[config.mk]
export PLATFORM = sky130hd
export DESIGN_NAME = cache_ctrl
export DESIGN_NICKNAME = d
export VERILOG_FILES = /design/src/rtl/cache_pkg.sv /design/src/rtl/cache_ctrl.sv
export SDC_FILE = /design/constraint.sdc
export NUM_CORES = 1
export LEC_CHECK = 0
export CORE_MARGIN = 4
export CORE_UTILIZATION = 40
export CTS_CLUSTER_DIAMETER = 80
export DETAILED_ROUTE_END_ITERATION = 6
export GPL_ROUTABILITY_DRIVEN = 0
export HOLD_SLACK_MARGIN = 0.05
export PLACE_DENSITY = 0.77
export SLEW_MARGIN = 20
export SYNTH_ARGS = -nofsm -noshare
export SYNTH_HDL_FRONTEND = slang
export SYNTH_SLANG_ARGS = --single-unit
[constraint.sdc]
create_clock -name clk -period 2.1 [get_ports clk]
set_clock_uncertainty 0.2 [all_clocks]
set_input_delay 0.315 -clock clk [delete_from_list [all_inputs] [get_ports clk]]
set_output_delay 0.315 -clock clk [all_outputs]
set_load 0.05 [all_outputs]
[src/rtl/cache_pkg.sv]
// Shared types for the data-cache miss controller: FSM states and the 4-byte line.
package cache_pkg;

    localparam int LINE_BYTES = 4;

    typedef logic [LINE_BYTES-1:0][7:0] line_t;

    typedef enum logic [2:0] {
        ST_IDLE      = 3'd0,
        ST_LOOKUP    = 3'd1,
        ST_WRITEBACK = 3'd2,
        ST_REFILL    = 3'd3,
        ST_FILL      = 3'd4,
        ST_ALLOC     = 3'd5,
        ST_RESP      = 3'd6
    } state_e;

endpackage

[src/rtl/cache_ctrl.sv]
// Miss-handling controller for a direct-mapped write-back cache with 4-byte lines.
// Sequences lookup, dirty-victim writeback, refill and the CPU response.
module cache_ctrl
    import cache_pkg::*;
#(
    parameter int XLEN    = 32,
    parameter int C_WIDTH = 13,
    parameter int CNT_W   = 16
) (
    input  logic             clk,
    input  logic             rst_b,
    input  logic             cpu_req,
    input  logic             cpu_we,
    input  logic [XLEN-1:0]  cpu_addr,
    input  line_t            cpu_wdata,
    output logic             cpu_ready,
    output line_t            cpu_rdata,
    output logic [XLEN-1:0]  c_addr,
    output logic             c_we,
    output line_t            c_wdata,
    input  logic             c_hit,
    input  logic             c_dirty,
    input  logic [XLEN-1:0]  c_miss_addr,
    input  line_t            c_rdata,
    output logic             mem_req,
    output logic             mem_we,
    output logic [XLEN-1:0]  mem_addr,
    output line_t            mem_wdata,
    input  logic             mem_ack,
    input  line_t            mem_rdata,
    output logic [CNT_W-1:0] perf_hits,
    output logic [CNT_W-1:0] perf_misses,
    output logic [CNT_W-1:0] perf_wbs,
    output state_e           o_dbg_state
);

    // Memory handshake: mem_req and its qualifiers are held constant until the
    // cycle mem_ack is high; that clock edge completes the transfer. Ack may come
    // in the first request cycle. Acks outside WRITEBACK/REFILL are ignored.

    state_e            r_state;
    state_e            w_next_state;
    logic [XLEN-1:2]   r_addr;
    logic              r_we;
    line_t             r_wdata;
    logic [XLEN-1:C_WIDTH] r_victim_tag;
    line_t             r_victim_data;
    line_t             r_fill;
    line_t             r_resp;
    logic [CNT_W-1:0]  r_hits;
    logic [CNT_W-1:0]  r_misses;
    logic [CNT_W-1:0]  r_wbs;
    logic              w_hit_evt;
    logic              w_miss_evt;
    logic              w_wb_evt;
    logic              w_unused;

    // The victim shares the request's index, so only its tag needs to be kept.
    assign w_unused = &{1'b0, cpu_addr[1:0], c_miss_addr[C_WIDTH-1:0]};

    assign c_addr      = {r_addr, 2'b00};
    assign cpu_rdata   = r_resp;
    assign perf_hits   = r_hits;
    assign perf_misses = r_misses;
    assign perf_wbs    = r_wbs;
    assign o_dbg_state = r_state;

    always_comb begin
        w_next_state = r_state;
        cpu_ready    = 1'b0;
        c_we         = 1'b0;
        c_wdata      = '0;
        mem_req      = 1'b0;
        mem_we       = 1'b0;
        mem_addr     = '0;
        mem_wdata    = '0;
        w_hit_evt    = 1'b0;
        w_miss_evt   = 1'b0;
        w_wb_evt     = 1'b0;
        case (r_state)
            ST_IDLE: begin
                if (cpu_req) w_next_state = ST_LOOKUP;
            end
            ST_LOOKUP: begin
                if (c_hit) begin
                    w_hit_evt    = 1'b1;
                    c_we         = r_we;
                    c_wdata      = r_we ? r_wdata : '0;
                    w_next_state = ST_RESP;
                end else begin
                    w_miss_evt = 1'b1;
                    if (c_dirty)   w_next_state = ST_WRITEBACK;
                    else if (r_we) w_next_state = ST_ALLOC;
                    else           w_next_state = ST_REFILL;
                end
            end
            ST_WRITEBACK: begin
                mem_req   = 1'b1;
                mem_we    = 1'b1;
                mem_addr  = {r_victim_tag, r_addr[C_WIDTH-1:2], 2'b00};
                mem_wdata = r_victim_data;
                if (mem_ack) begin
                    w_wb_evt     = 1'b1;
                    w_next_state = r_we ? ST_ALLOC : ST_REFILL;
                end
            end
            ST_REFILL: begin
                mem_req  = 1'b1;
                mem_addr = {r_addr, 2'b00};
                if (mem_ack) w_next_state = ST_FILL;
            end
            ST_FILL: begin
                c_we         = 1'b1;
                c_wdata      = r_fill;
                w_next_state = ST_RESP;
            end
            ST_ALLOC: begin
                // A store always covers the whole line, so no refill is needed.
                c_we         = 1'b1;
                c_wdata      = r_wdata;
                w_next_state = ST_RESP;
            end
            ST_RESP: begin
                cpu_ready    = 1'b1;
                w_next_state = ST_IDLE;
            end
            default: w_next_state = ST_IDLE;
        endcase
    end

    always_ff @(posedge clk or negedge rst_b) begin
        if (!rst_b) begin
            r_state       <= ST_IDLE;
            r_addr        <= '0;
            r_we          <= 1'b0;
            r_wdata       <= '0;
            r_victim_tag  <= '0;
            r_victim_data <= '0;
            r_fill        <= '0;
            r_resp        <= '0;
        end else begin
            r_state <= w_next_state;
            if (r_state == ST_IDLE && cpu_req) begin
                r_addr  <= cpu_addr[XLEN-1:2];
                r_we    <= cpu_we;
                r_wdata <= cpu_wdata;
            end
            if (r_state == ST_LOOKUP && c_hit && !r_we) r_resp <= c_rdata;
            if (r_state == ST_LOOKUP && !c_hit && c_dirty) begin
                r_victim_tag  <= c_miss_addr[XLEN-1:C_WIDTH];
                r_victim_data <= c_rdata;
            end
            if (r_state == ST_REFILL && mem_ack) r_fill <= mem_rdata;
            if (r_state == ST_FILL) r_resp <= r_fill;
        end
    end

    always_ff @(posedge clk or negedge rst_b) begin
        if (!rst_b) begin
            r_hits   <= '0;
            r_misses <= '0;
            r_wbs    <= '0;
        end else begin
            if (w_hit_evt)  r_hits   <= r_hits + CNT_W'(1);
            if (w_miss_evt) r_misses <= r_misses + CNT_W'(1);
            if (w_wb_evt)   r_wbs    <= r_wbs + CNT_W'(1);
        end
    end

endmodule

==> PnR_summary.wiki, run 1 <==
{| class="wikitable"
! Metric !! Value
|-
| Areal power density over the cells || 1710 mW/mm²
|-
| TritonRoute pass-1 iters || 4
|-
| Min setup slack post-route || -0.407 ns
|-
| Proportion of synthesized flip-flops having asynchronous set or reset || 100%
|-
| Die footprint || 0.0278 mm²
|-
| Top_reg_cell synth || sky130_fd_sc_hd__dfrtp_1
|-
| Sequential element share of the synthesized area || 56.9%
|-
| Wire length of the first global-routing pass || 52600 µm
|-
| Width of the die || 167 µm
|-
| Worst max-slew margin expressed relative to the limit || 62.7%
|-
| Power Internal || 17.0 mW
|-
| Final nets || 1421
|-
| Number of global-route vias before repair || 8828
|-
| Max-cap violations || 0
|-
| Starting density of the core || 41.1%
|-
| Placement Setup Slack || -0.209 ns
|-
| Fraction of final layout cells with drive strength greater than 1 || 43.3%
|-
| Total area of multi-input combinational cells || 0.00481 mm²
|-
| Biggest area consumer among synthesized cells || sky130_fd_sc_hd__dfrtp_1
|-
| Per-cell routed wire length || 22.1 µm
|-
| Crit path max fanout || 16
|-
| Leak pwr || 8.10 nW
|-
| Hpwl dp || 24400 µm
|-
| Unrepaired setup endpoints after global routing || true
|-
| Largest net degree at the start of global routing || 62
|-
| Drt total wl || 35200 µm
|-
| Endpoint type of the worst setup path || output port
|-
| Number of warnings printed during yosys synthesis || 0
|-
| Num rows || 57
|-
| Final Hold Vio Count || 0
|-
| Clock power share || 14.9%
|-
| Outcome || finished with violations
|-
| Number of distinct library cells after synthesis || 42
|-
| CTS max path bufs || 3
|-
| Vias per cell || 5.19
|-
| Final Setup Violations || 243
|-
| Max Transition Viols Final || 0
|-
| Reg-to-reg setup timing slack || -0.20 ns
|-
| Sequential cell area || 0.00573 mm²
|-
| Kind of critical path || register to output port
|-
| Combinational share of power || 58.6%
|-
| Post-Syn Area || 0.0101 mm²
|-
| Grt total ovfl || 0
|-
| Net Sw Frac || 42.9%
|-
| Share of the synthesized area in the top cell type || 56.9%
|-
| Arrival time reported for the critical path endpoint || 1.99 ns
|-
| Clock tree sinks || 229
|-
| Most common cell after layout, fill and taps aside || sky130_fd_sc_hd__dfrtp_1
|-
| Instance count of the mapped netlist || 825
|-
| Switching Power || 12.8 mW
|-
| Time the worst path needs with I/O delays and setup || 2.51 ns
|-
| Most frequent cells in the layout || 226 x sky130_fd_sc_hd__dfrtp_1, 150 x sky130_fd_sc_hd__clkdlybuf4s50_1, 123 x sky130_fd_sc_hd__mux2_2
|-
| Sum of negative setup slack || -47.62 ns
|-
| Clock tree root buffer cell || sky130_fd_sc_hd__clkbuf_16
|-
| Post-layout total power || 29.8 mW
|-
| Overall via count from detail_route || 8266
|-
| Syn-to-layout area delta || 72.6%
|-
| Part of the total power dissipated in sequential elements || 26.5%
|-
| Number of primary I/O pins || 382
|-
| Required time at the worst-slack endpoint || 1.58 ns
|-
| Antenna violations before repair || 1
|-
| Reg clk slew, reported paths || 0.06 ns
|-
| Max Fclk || 0.399 GHz
|-
| Top area cells in the synthesized netlist || sky130_fd_sc_hd__dfrtp_1 57%, sky130_fd_sc_hd__mux2_2 16%, sky130_fd_sc_hd__a22o_1 4.4%
|-
| Number of fillers in the final layout || 1692
|-
| CTS buffer count || 26
|-
| Worst hold-check path type || primary input to asynchronous set/reset pin
|-
| Length in cells of the worst reg-to-reg path || 10
|-
| Transition time at the pin with the least slew margin || 0.560 ns
|-
| Standard cell core area || 0.0245 mm²
|-
| Fraction of the cycle the final worst path needs || 119%
|-
| Floorplan die height || 167 µm
|-
| H-Tree Level Count || 1
|-
| DRC errors left || 0
|-
| First-iteration detailed-routing DRC count || 619
|-
| Port Buf Inserts || 362
|-
| Peak ir drop on the vdd network || 1.01 mV
|-
| GRT Overall Usage || 23.7%
|-
| Violations in the final reports || setup timing
|-
| Worst-Skew Late Latency || 0.52 ns
|-
| Startpoint class of the critical path || register
|-
| Number of flops mapped to enable cells by yosys || 0
|-
| Post-route ant nets || 0
|-
| TritonCTS clock tree || yes
|-
| Flip-flop and latch count after synthesis || 229
|-
| Synthesized area per cell || 12.2 µm²
|}
[registers in the layout (all words and copies together) (netlist names)]
| register | count |
|---|---|
| r_victim_tag | 19 |
| perf_misses | 16 |
| r_fill | 32 |
| r_we | 1 |
| perf_hits | 16 |
| cpu_rdata | 32 |
| perf_wbs | 16 |
| r_addr | 30 |
| r_wdata | 32 |
| o_dbg_state | 3 |
| r_victim_data | 32 |
[metrics by stage]
step | std cells | util [%] | instance area, µm² | hold slack [ns]
floorplan | 828 | - | 10700 | -0.181
global placement | 1512 | 64.8 | 15900 | 0.108
detailed placement | 1512 | 64.8 | 15900 | 0.114
CTS | 1583 | 69.6 | 17100 | 0.160
global route | 1594 | 70.9 | 17400 | 0.178
finish | 1594 | 70.9 | 17400 | 0.143
[kinds of logic after synthesis]
kind of cell / Yosys count / share of synthesized area, %
adder cells (fa/ha/maj): 3 / 0.373
multiplexers: 146 / 16.3
other: 1 / 0.0372
buffers and inverters: 59 / 2.81
XOR/XNOR: 45 / 3.91
AND/OR/NAND/NOR: 217 / 11.4
AO/OA/AOI/OAI: 125 / 8.24
flip-flops: 229 / 56.9
[metal layers]
metal | part of all wire, % | track usage [%] | up-vias
li1 | - | - | 3759
met1 | 39 | 28.9 | 4129
met2 | 51 | 41.8 | 301
met3 | 6.3 | 5.64 | 77
met4 | 3.4 | 7.29 | 0
met5 | 0 | 0 | -
[Yosys cell counts, types with 11 or more instances]
master / n
sky130_fd_sc_hd__a21oi_1: 67
sky130_fd_sc_hd__a22o_1: 51
sky130_fd_sc_hd__and2_1: 45
sky130_fd_sc_hd__buf_2: 25
sky130_fd_sc_hd__clkbuf_1: 24
sky130_fd_sc_hd__dfrtp_1: 229
sky130_fd_sc_hd__mux2_2: 146
sky130_fd_sc_hd__nand2_1: 60
sky130_fd_sc_hd__nand3_1: 15
sky130_fd_sc_hd__nand4_1: 11
sky130_fd_sc_hd__nor2_1: 46
sky130_fd_sc_hd__xnor2_1: 29
sky130_fd_sc_hd__xor2_1: 16
[what timing repair did]
| action | in CTS | in global routing |
|---|---|---|
| setup buffers | 18 | 8 |
| endpoints found under the setup margin | 154 | 270 |
| endpoints found under the hold margin | 184 | 0 |
| pin swaps | 24 | 11 |
| gates cloned | 6 | 5 |
| gates resized for setup | 81 | 50 |
| hold buffers | 1 | 0 |
[path summary, 6_finish.rpt]
| kind | startpoint | end |
|---|---|---|
| min | rst_b | perf_wbs[12] |
| max reg2reg | o_dbg_state[2] | perf_hits[9] |
| min in group clk | mem_rdata[11] | r_fill[11] |
| max in group asynchronous | rst_b | cpu_rdata[26] |
| min reg2reg | perf_hits[15] | perf_hits[15] |
| max | o_dbg_state[2] | c_wdata[1] |
[power by group through the flow]
stage / Combinational [mW] / Sequential (mW) / Clock [mW]
CTS: 17.0 / 7.84 / 4.54
detailed placement: 16.2 / 7.96 / 0
global placement: 16.0 / 7.84 / 0
global route: 18.2 / 8.14 / 4.72
finish: 17.5 / 7.91 / 4.44
floorplan: 7.27 / 10.1 / 0
[worst max-delay path, stage by stage (launching register included)]
cell                       delay, ns
sky130_fd_sc_hd__dfrtp_2        0.48
sky130_fd_sc_hd__nand2b_1       0.20
sky130_fd_sc_hd__nor2_4         0.05
sky130_fd_sc_hd__buf_12         0.14
sky130_fd_sc_hd__buf_12         0.15
sky130_fd_sc_hd__a22o_4         0.28
sky130_fd_sc_hd__buf_12         0.15
[area by class of cell]
type | count | share of cell area (%)
repair buffers | 451 | 32.1
diodes | 1 | 0.0144
clock buffers | 42 | 4.73
well taps | 324 | 2.33
multi-input cells | 540 | 27.7
flip-flops and latches | 229 | 33.0
inverters | 3 | 0.0648
clock inverters | 4 | 0.115
Note: power is estimated with default switching activity, not from simulation.
==> run 2: changes to the inputs <==
- CAP_MARGIN: default -> 40
==> results of run 2 <==
The final DEF is identical to that of run 1; final timing and power are the same.
